===== src/rtl/pipe_stage_skid_pkg.sv =====
// Shared pipeline-stage definitions: default widths, the NOP encoding and the
// packed stage-entry layout (MSB->LSB: valid, halt, pc, pc_plus2, instr).
package pipe_stage_skid_pkg;

  localparam int              DEF_PC_W     = 16;
  localparam int              DEF_INSTR_W  = 16;
  localparam logic [15:0]     DEF_NOP_INSTR = 16'h0800;

  function automatic int entry_w(input int pc_w, input int instr_w);
    return 2 + 2 * pc_w + instr_w;
  endfunction

endpackage


===== src/rtl/pipe_stage_skid_stage_slot.sv =====
// One stage-entry register with load enable; resets to an invalid NOP entry.
module stage_slot
  import pipe_stage_skid_pkg::*;
#(
  parameter int                 PC_W      = DEF_PC_W,
  parameter int                 INSTR_W   = DEF_INSTR_W,
  parameter logic [INSTR_W-1:0] NOP_INSTR = INSTR_W'(DEF_NOP_INSTR),
  localparam int                EW        = entry_w(PC_W, INSTR_W)
) (
  input  logic          clk,
  input  logic          rst,
  input  logic          en,
  input  logic [EW-1:0] d,
  output logic [EW-1:0] q
);

  localparam logic [EW-1:0] RST_VAL = {{(EW-INSTR_W){1'b0}}, NOP_INSTR};

  always_ff @(posedge clk or posedge rst) begin
    if (rst)     q <= RST_VAL;
    else if (en) q <= d;
  end

endmodule


===== src/rtl/pipe_stage_skid.sv =====
// Fetch-to-decode stage register: valid/ready handshake with a registered
// in_ready, a 2-entry skid (main + skid slot), flush and halt lock.
module pipe_stage_skid
  import pipe_stage_skid_pkg::*;
#(
  parameter int                 PC_W       = DEF_PC_W,
  parameter int                 INSTR_W    = DEF_INSTR_W,
  parameter logic [INSTR_W-1:0] NOP_INSTR  = INSTR_W'(DEF_NOP_INSTR),
  parameter bit                 HALT_BLOCK = 1'b1
) (
  input  logic               clk,
  input  logic               rst,
  input  logic               flush,
  input  logic               in_valid,
  output logic               in_ready,
  input  logic [PC_W-1:0]    in_pc,
  input  logic [PC_W-1:0]    in_pc_plus2,
  input  logic [INSTR_W-1:0] in_instr,
  input  logic               in_halt,
  output logic               out_valid,
  input  logic               out_ready,
  output logic [PC_W-1:0]    out_pc,
  output logic [PC_W-1:0]    out_pc_plus2,
  output logic [INSTR_W-1:0] out_instr,
  output logic               out_halt
);

  localparam int EW = entry_w(PC_W, INSTR_W);
  localparam int PB = EW - 3;          // top bit of pc field

  logic [EW-1:0] m_q, s_q, m_d, s_d, in_ent;
  logic          m_en, s_en, m_vld, s_vld, s_vld_n;
  logic          acc, take, halt_lock, lock_n;

  assign in_ent = {1'b1, in_halt, in_pc, in_pc_plus2, in_instr};
  assign m_vld  = m_q[EW-1];
  assign s_vld  = s_q[EW-1];
  assign acc    = in_valid & in_ready;
  assign take   = m_vld & out_ready;

  // Emptying a slot only drops its valid bit so out_pc stays deterministic.
  always_comb begin
    m_en    = 1'b0;
    s_en    = 1'b0;
    m_d     = m_q;
    s_d     = s_q;
    s_vld_n = s_vld;
    lock_n  = halt_lock;
    if (flush) begin
      m_en    = 1'b1;
      s_en    = 1'b1;
      m_d     = {1'b0, m_q[EW-2:0]};
      s_d     = {1'b0, s_q[EW-2:0]};
      s_vld_n = 1'b0;
      lock_n  = 1'b0;
    end else begin
      if (acc & in_halt) lock_n = 1'b1;
      if (take) begin
        m_en = 1'b1;
        if (s_vld) begin
          m_d     = s_q;
          s_en    = 1'b1;
          s_d     = acc ? in_ent : {1'b0, s_q[EW-2:0]};
          s_vld_n = acc;
        end else begin
          m_d = acc ? in_ent : {1'b0, m_q[EW-2:0]};
        end
      end else if (acc) begin
        if (!m_vld) begin
          m_en = 1'b1;
          m_d  = in_ent;
        end else begin
          s_en    = 1'b1;
          s_d     = in_ent;
          s_vld_n = 1'b1;
        end
      end
    end
  end

  stage_slot #(.PC_W(PC_W), .INSTR_W(INSTR_W), .NOP_INSTR(NOP_INSTR)) u_main (
    .clk(clk), .rst(rst), .en(m_en), .d(m_d), .q(m_q)
  );

  stage_slot #(.PC_W(PC_W), .INSTR_W(INSTR_W), .NOP_INSTR(NOP_INSTR)) u_skid (
    .clk(clk), .rst(rst), .en(s_en), .d(s_d), .q(s_q)
  );

  // in_ready is 0 while in reset and rises on the first edge afterwards.
  always_ff @(posedge clk or posedge rst) begin
    if (rst) begin
      halt_lock <= 1'b0;
      in_ready  <= 1'b0;
    end else begin
      halt_lock <= lock_n;
      in_ready  <= ~s_vld_n & ~(HALT_BLOCK & lock_n);
    end
  end

  assign out_valid    = m_vld;
  assign out_halt     = m_vld & m_q[EW-2];
  assign out_pc       = m_q[PB -: PC_W];
  assign out_pc_plus2 = m_q[PB-PC_W -: PC_W];
  assign out_instr    = m_vld ? m_q[INSTR_W-1:0] : NOP_INSTR;

endmodule


===== config.mk =====
export PLATFORM = sky130hd
export DESIGN_NAME = pipe_stage_skid
export DESIGN_NICKNAME = d
export VERILOG_FILES = /design/src/rtl/pipe_stage_skid_pkg.sv /design/src/rtl/pipe_stage_skid_stage_slot.sv /design/src/rtl/pipe_stage_skid.sv
export SDC_FILE = /design/constraint.sdc
export NUM_CORES = 1
export LEC_CHECK = 0
export ABC_AREA = 0
export ABC_CLOCK_PERIOD_IN_PS = 3600
export BUFFER_PORTS_ARGS = -buffer_cell sky130_fd_sc_hd__buf_2
export CORE_MARGIN = 2
export CORE_UTILIZATION = 40
export CTS_CLUSTER_SIZE = 16
export DETAILED_ROUTE_END_ITERATION = 6
export GPL_TIMING_DRIVEN = 0
export SYNTH_ARGS = -nofsm -noshare
export SYNTH_HDL_FRONTEND = slang
export SYNTH_HIERARCHICAL = 1
export SYNTH_SLANG_ARGS = --single-unit

===== constraint.sdc =====
create_clock -name clk -period 3.6 [get_ports clk]
set_clock_uncertainty 0.2 [all_clocks]
set_input_delay 0.18 -clock clk [delete_from_list [all_inputs] [get_ports clk]]
set_output_delay 0.18 -clock clk [all_outputs]
set_load 0.1 [all_outputs]

# == Yosys cells after proc, flatten, opt, wreduce, memory -nomap -nowiden ==
# Cells that the tools add are included.
# word_totals
ff_bits,102
input_bits,54
output_inout_bits,51
# op_classes
n_eq_ne,3
mux,28
n_bitwise,8
n_reduce_logical,9
# ops
op,count
$mux W50,10
$mux W49,1
$mux W1,16
$mux W16,1
$reduce_and A6 Y1,1
$reduce_bool A2 Y1,3
$reduce_bool A3 Y1,2
$and A1 B1 Y1,5
$reduce_and A5 Y1,1
$ne A2 B2 Y1 const B,2
$not A1 Y1,3
$reduce_and A3 Y1,1
$ne A2 B1 Y1 const B,1
$reduce_and A2 Y1,1

# == Logic depth before layout (Yosys ltp) ==
# logic_depth
word_depth,6
ltp_mapped,9

# == Cells and area by module ==
# Netlist, hierarchy kept.
# modules_own_cells
mod,instances,cells_each,area_each_um2,seq_area_each_um2
stage_slot,2,107,2118.3,1252.5
pipe_stage_skid,1,328,2264.7,50.0

# == Worst setup path before layout ==
# OpenSTA, ideal clock, no wires.
# synth_timing
path_kind,flip-flop to flip-flop
startpoint,reg in_ready
endpoint,reg u_skid.q[39]
setup_ns,0.125
arrival_ns,2.540
required_ns,3.275
slack_ns,0.734
path_stages_with_launch,8
path_buffers,3
period_less_slack_ns,2.866
path_cell_list,dfrtp_1 nand2_1 or3_1 clkbuf_1 buf_6 buf_6 mux2_4 mux2_4
# synth_between
elab_chain_cells,5
elab_cells_between_ends,7
cone_classes,eq/ne (1); mux (3); bitwise (1); reduce/logical (2)
# synth_lines
item,line_no,text
start: declaration,pipe_stage_skid.sv:15,"output logic in_ready,"
start signal: assignment,pipe_stage_skid.sv:96,in_ready <= ~s_vld_n & ~(HALT_BLOCK & lock_n);
$and A1 B1 Y1 (*),pipe_stage_skid.sv:38,assign acc = in_valid & in_ready;
$mux W1,pipe_stage_skid.sv:68,end else if (acc) begin
$mux W1,pipe_stage_skid.sv:58,if (take) begin
$mux W1,pipe_stage_skid.sv:49,if (flush) begin
$reduce_and A6 Y1 (no source line) (*),-,
end signal: assignment,pipe_stage_skid_stage_slot.sv:20,if (rst) q <= RST_VAL;
end signal: assignment,pipe_stage_skid_stage_slot.sv:21,else if (en) q <= d;
end: declaration,pipe_stage_skid_stage_slot.sv:14,output logic [EW-1:0] q
# Every way passes the cells marked *; elsewhere a longest branch is shown, timed or not.
# A chain may end at the register's enable or synchronous reset.

# == Worst setup path in the final report ==
# layout_timing
startpoint,reg in_ready
endpoint,reg u_skid.q[46]
# layout_between
elab_chain_cells,5
elab_cells_between_ends,7
cone_classes,eq/ne (1); mux (3); bitwise (1); reduce/logical (2)
# layout_lines
item,line_no,text
$and A1 B1 Y1,pipe_stage_skid.sv:38,
$mux W1,pipe_stage_skid.sv:68,
$mux W1,pipe_stage_skid.sv:58,
$mux W1,pipe_stage_skid.sv:49,
net s_en,pipe_stage_skid.sv:32,"logic m_en, s_en, m_vld, s_vld, s_vld_n;"
$reduce_and A6 Y1 (no source line),-,
# The timed path passes the listed nets, and every way through them passes these cells.

==> flow_metrics.tcl <==
set metrics [dict create \
    synth.avg_cell_area_um2 11.99 \
    worstHoldStart "in_instr[3]" \
    m1WireLength_um 7724 \
    initial_core_util_pct 40.93 \
    grt_pass1_wl_um 27360 \
    cts_buffers 9 \
    drive_gt1_share_pct 43.23 \
    place.gp.congestion 0.7657 \
    num_rows 46 \
    hold_viol_final 0 \
    cp_slowest_cell "dfrtp_1" \
    cts_tree "done" \
    overflow 0 \
    ys_warn_count 6 \
    dr.pass1.iters 5 \
    setup-violations-final 0 \
    synth-xor-area-share_pct 0 \
    holdWs_ps 6.819 \
    wl_met3_um 596 \
    critical_path.max_stage_delay_ps 490 \
    synth_top_cell_by_area "dfrtp_1" \
    leakagePower_nw 3.927 \
    antenna_found_initial 0 \
    finalCriticalPeriod_ps 2839 \
    power_mw 6.773 \
    post-synth-top-area-fraction_pct 38.49 \
    crit_arrival_ps 2880 \
    slew_headroom_pct 52.60 \
    cap_viol_max_count 0 \
    cts_num_sinks 102 \
    synth_common_cells "mux2_4 (110), dfrtp_1 (100), nand2_1 (56)" \
    synth_top_family_by_area "multiplexers" \
    netlist_area_um2 6501 \
    area_growth_pct 20.86 \
    netlist_instances 542 \
    rrSetupSlack_ps 760 \
    clk-insertion-delay-late_ps 360 \
    grt_usage_pct 20.00 \
    num-fill-cells 1520 \
    synthTopCellsByArea "dfrtp_1 (38%), mux2_4 (25%), mux2_2 (6.8%), a221o_1 (3.2%), nand2_1 (3.2%)" \
    h-tree-depth 3 \
    antenna_cells 0 \
    path_clk_slew_ps 70 \
    grt_start_max_net_pins 30 \
    ant_nets 0 \
    ir_drop_mv 0.5373 \
    end_kind "flop" \
    die_w_um 131.5 \
    synth_fp_nets 596 \
    synth.mux.area_fraction_pct 32.16 \
    slew_viol_final 0 \
    synth_ff_type "dfrtp_1" \
    cts_max_path_buffers 2 \
    holdPathStages 3 \
    worstPathMaxFanout 10 \
    io_pins 105 \
    cp-start-kind "flop" \
    synth_compound_area_share_pct 10.72 \
    whs_endpoint "u_skid/q[3]" \
    dieArea_um2 17290 \
    root_buffer "clkbuf_16" \
    worst_pin_slew_ps 706.8 \
    portBuffers 103 \
    core_um2 15890 \
    hold_path_class "input port to flop" \
    synth-simple-area-share_pct 11.61 \
    p_per_area_nw_per_um2 862.0 \
    criticalPathCategory "flop to flop" \
    final_nets 736 \
    wire_per_inst_um 18.58 \
    rr_worst_depth 8 \
    crit_chain "nand2_1 > clkbuf_1 > clkbuf_1 > o21ai_0 > a21o_1 > buf_6 > buf_12 > mux2_4" \
    yosysMostFrequentCell "mux2_4" \
    cpMostUsedCell "clkbuf_1" \
    vias 4792 \
    tns_ps 0 \
    drt_iter0_drc 301 \
    status "finished clean" \
    hpwl_um 11610 \
    wl_um 16780 \
    drc 0 \
    grt_pass1_vias 4964 \
    postSynth.asyncResetShare_pct 100.0 \
    die_h_um 131.5 \
    fin_crit_sh_pct 78.85 \
    wl_met2_um 8168 \
    ys_seq_elements 102 \
    reg2reg_to "u_skid/q[46]" \
    rsz0062_at_grt "false" \
    cp.required_ps 3640 \
    synthAdderAreaFrac_pct 0 \
    top_layer "met4" \
    yosysSeqAreaShare_pct 39.30 \
    synth_edf_count 0 \
    vias_per_cell 5.307 \
    rr_startpoint "in_ready" \
    ys_types 34 \
    max_freq_ghz 0.3523 \
]
flip-flops by register name, indices dropped and copies added, names as in the netlist:
signal	flops
in_ready	1
halt_lock	1
u_skid/q	50
u_main/q	50
logic make-up (layout without fill, tap and decap cells):
logic type,Yosys count,in the layout
compound gates,90,90
buf+inv,53,198
flops,102,102
mux,149,149
simple gates,148,148
metal layers:
metal / global-route usage [%] / up-vias
met5: 0 / -
met4: 7.126 / 0
met3: 2.585 / 17
met2: 33.28 / 98
met1: 26.74 / 2415
li1: - / 2262
cell usage in the layout (no fill, tap or decap), drive strengths merged, types with 4 or more instances in the layout:
cell type / n
nor3: 23
a21oi: 6
dfrtp: 100
a211oi: 22
clkinv: 4
mux2: 149
a221o: 21
dlygate4sd3: 24
and3: 22
nand2: 56
nor2b: 23
and2: 16
o21ai: 7
a22oi: 27
buf: 129
clkbuf: 35
worst max-delay path: cells and delay by family (launching register included):
kind	cells	cell delay [ps]
flops	1	490
mux	1	300
simple gates	1	210
compound gates	2	350
buf+inv	4	1160
area by class of cell:
| cell class | instances | area (µm²) | share of cell area, % |
|---|---|---|---|
| plain buffers | 50 | 392.9 | 5.000 |
| clock buffers | 9 | 225.2 | 2.866 |
| clock inverters | 7 | 65.06 | 0.8280 |
| inverters | 3 | 11.26 | 0.1433 |
| multi-input cells | 387 | 3542 | 45.08 |
| flip-flops and latches | 102 | 2555 | 32.52 |
| well taps | 216 | 270.3 | 3.439 |
| repair buffers | 129 | 795.8 | 10.13 |
power breakdown:
group / internal, mW / switching, mW
Clock: 0.534 / 0.449
Sequential: 1.66 / 0.444
Combinational: 1.41 / 2.27
worst max-delay path by stage:
stage / from / endpoint / slack, ps / cells past startpoint
after global routing: in_ready / u_skid/q[46] / 590 / 8
final: in_ready / u_skid/q[46] / 760 / 8
after floorplan: in_ready / u_skid/q[39] / 730 / 7
after CTS: in_ready / u_skid/q[46] / 800 / 8
after detailed placement: in_ready / u_skid/q[32] / 820 / 8
after global placement: in_ready / u_skid/q[42] / 860 / 8
per-stage QoR:
stage	cell area [µm²]	setup WS (ps)	utilization [%]	std cells
after CTS	7858	802.8	49.46	903
after global placement	7287	859.7	45.87	861
after global routing	7858	591.8	49.46	903
final	7858	761.4	49.46	903
after floorplan	6501	734.5	-	542
after detailed placement	7327	819.0	46.12	863
what timing repair did:
item	in CTS	in global routing
hold buffers	24	0
endpoints found under the hold margin	85	0
resized for setup	0	0
setup buffers	0	0
(Power assumes the default switching activity.)
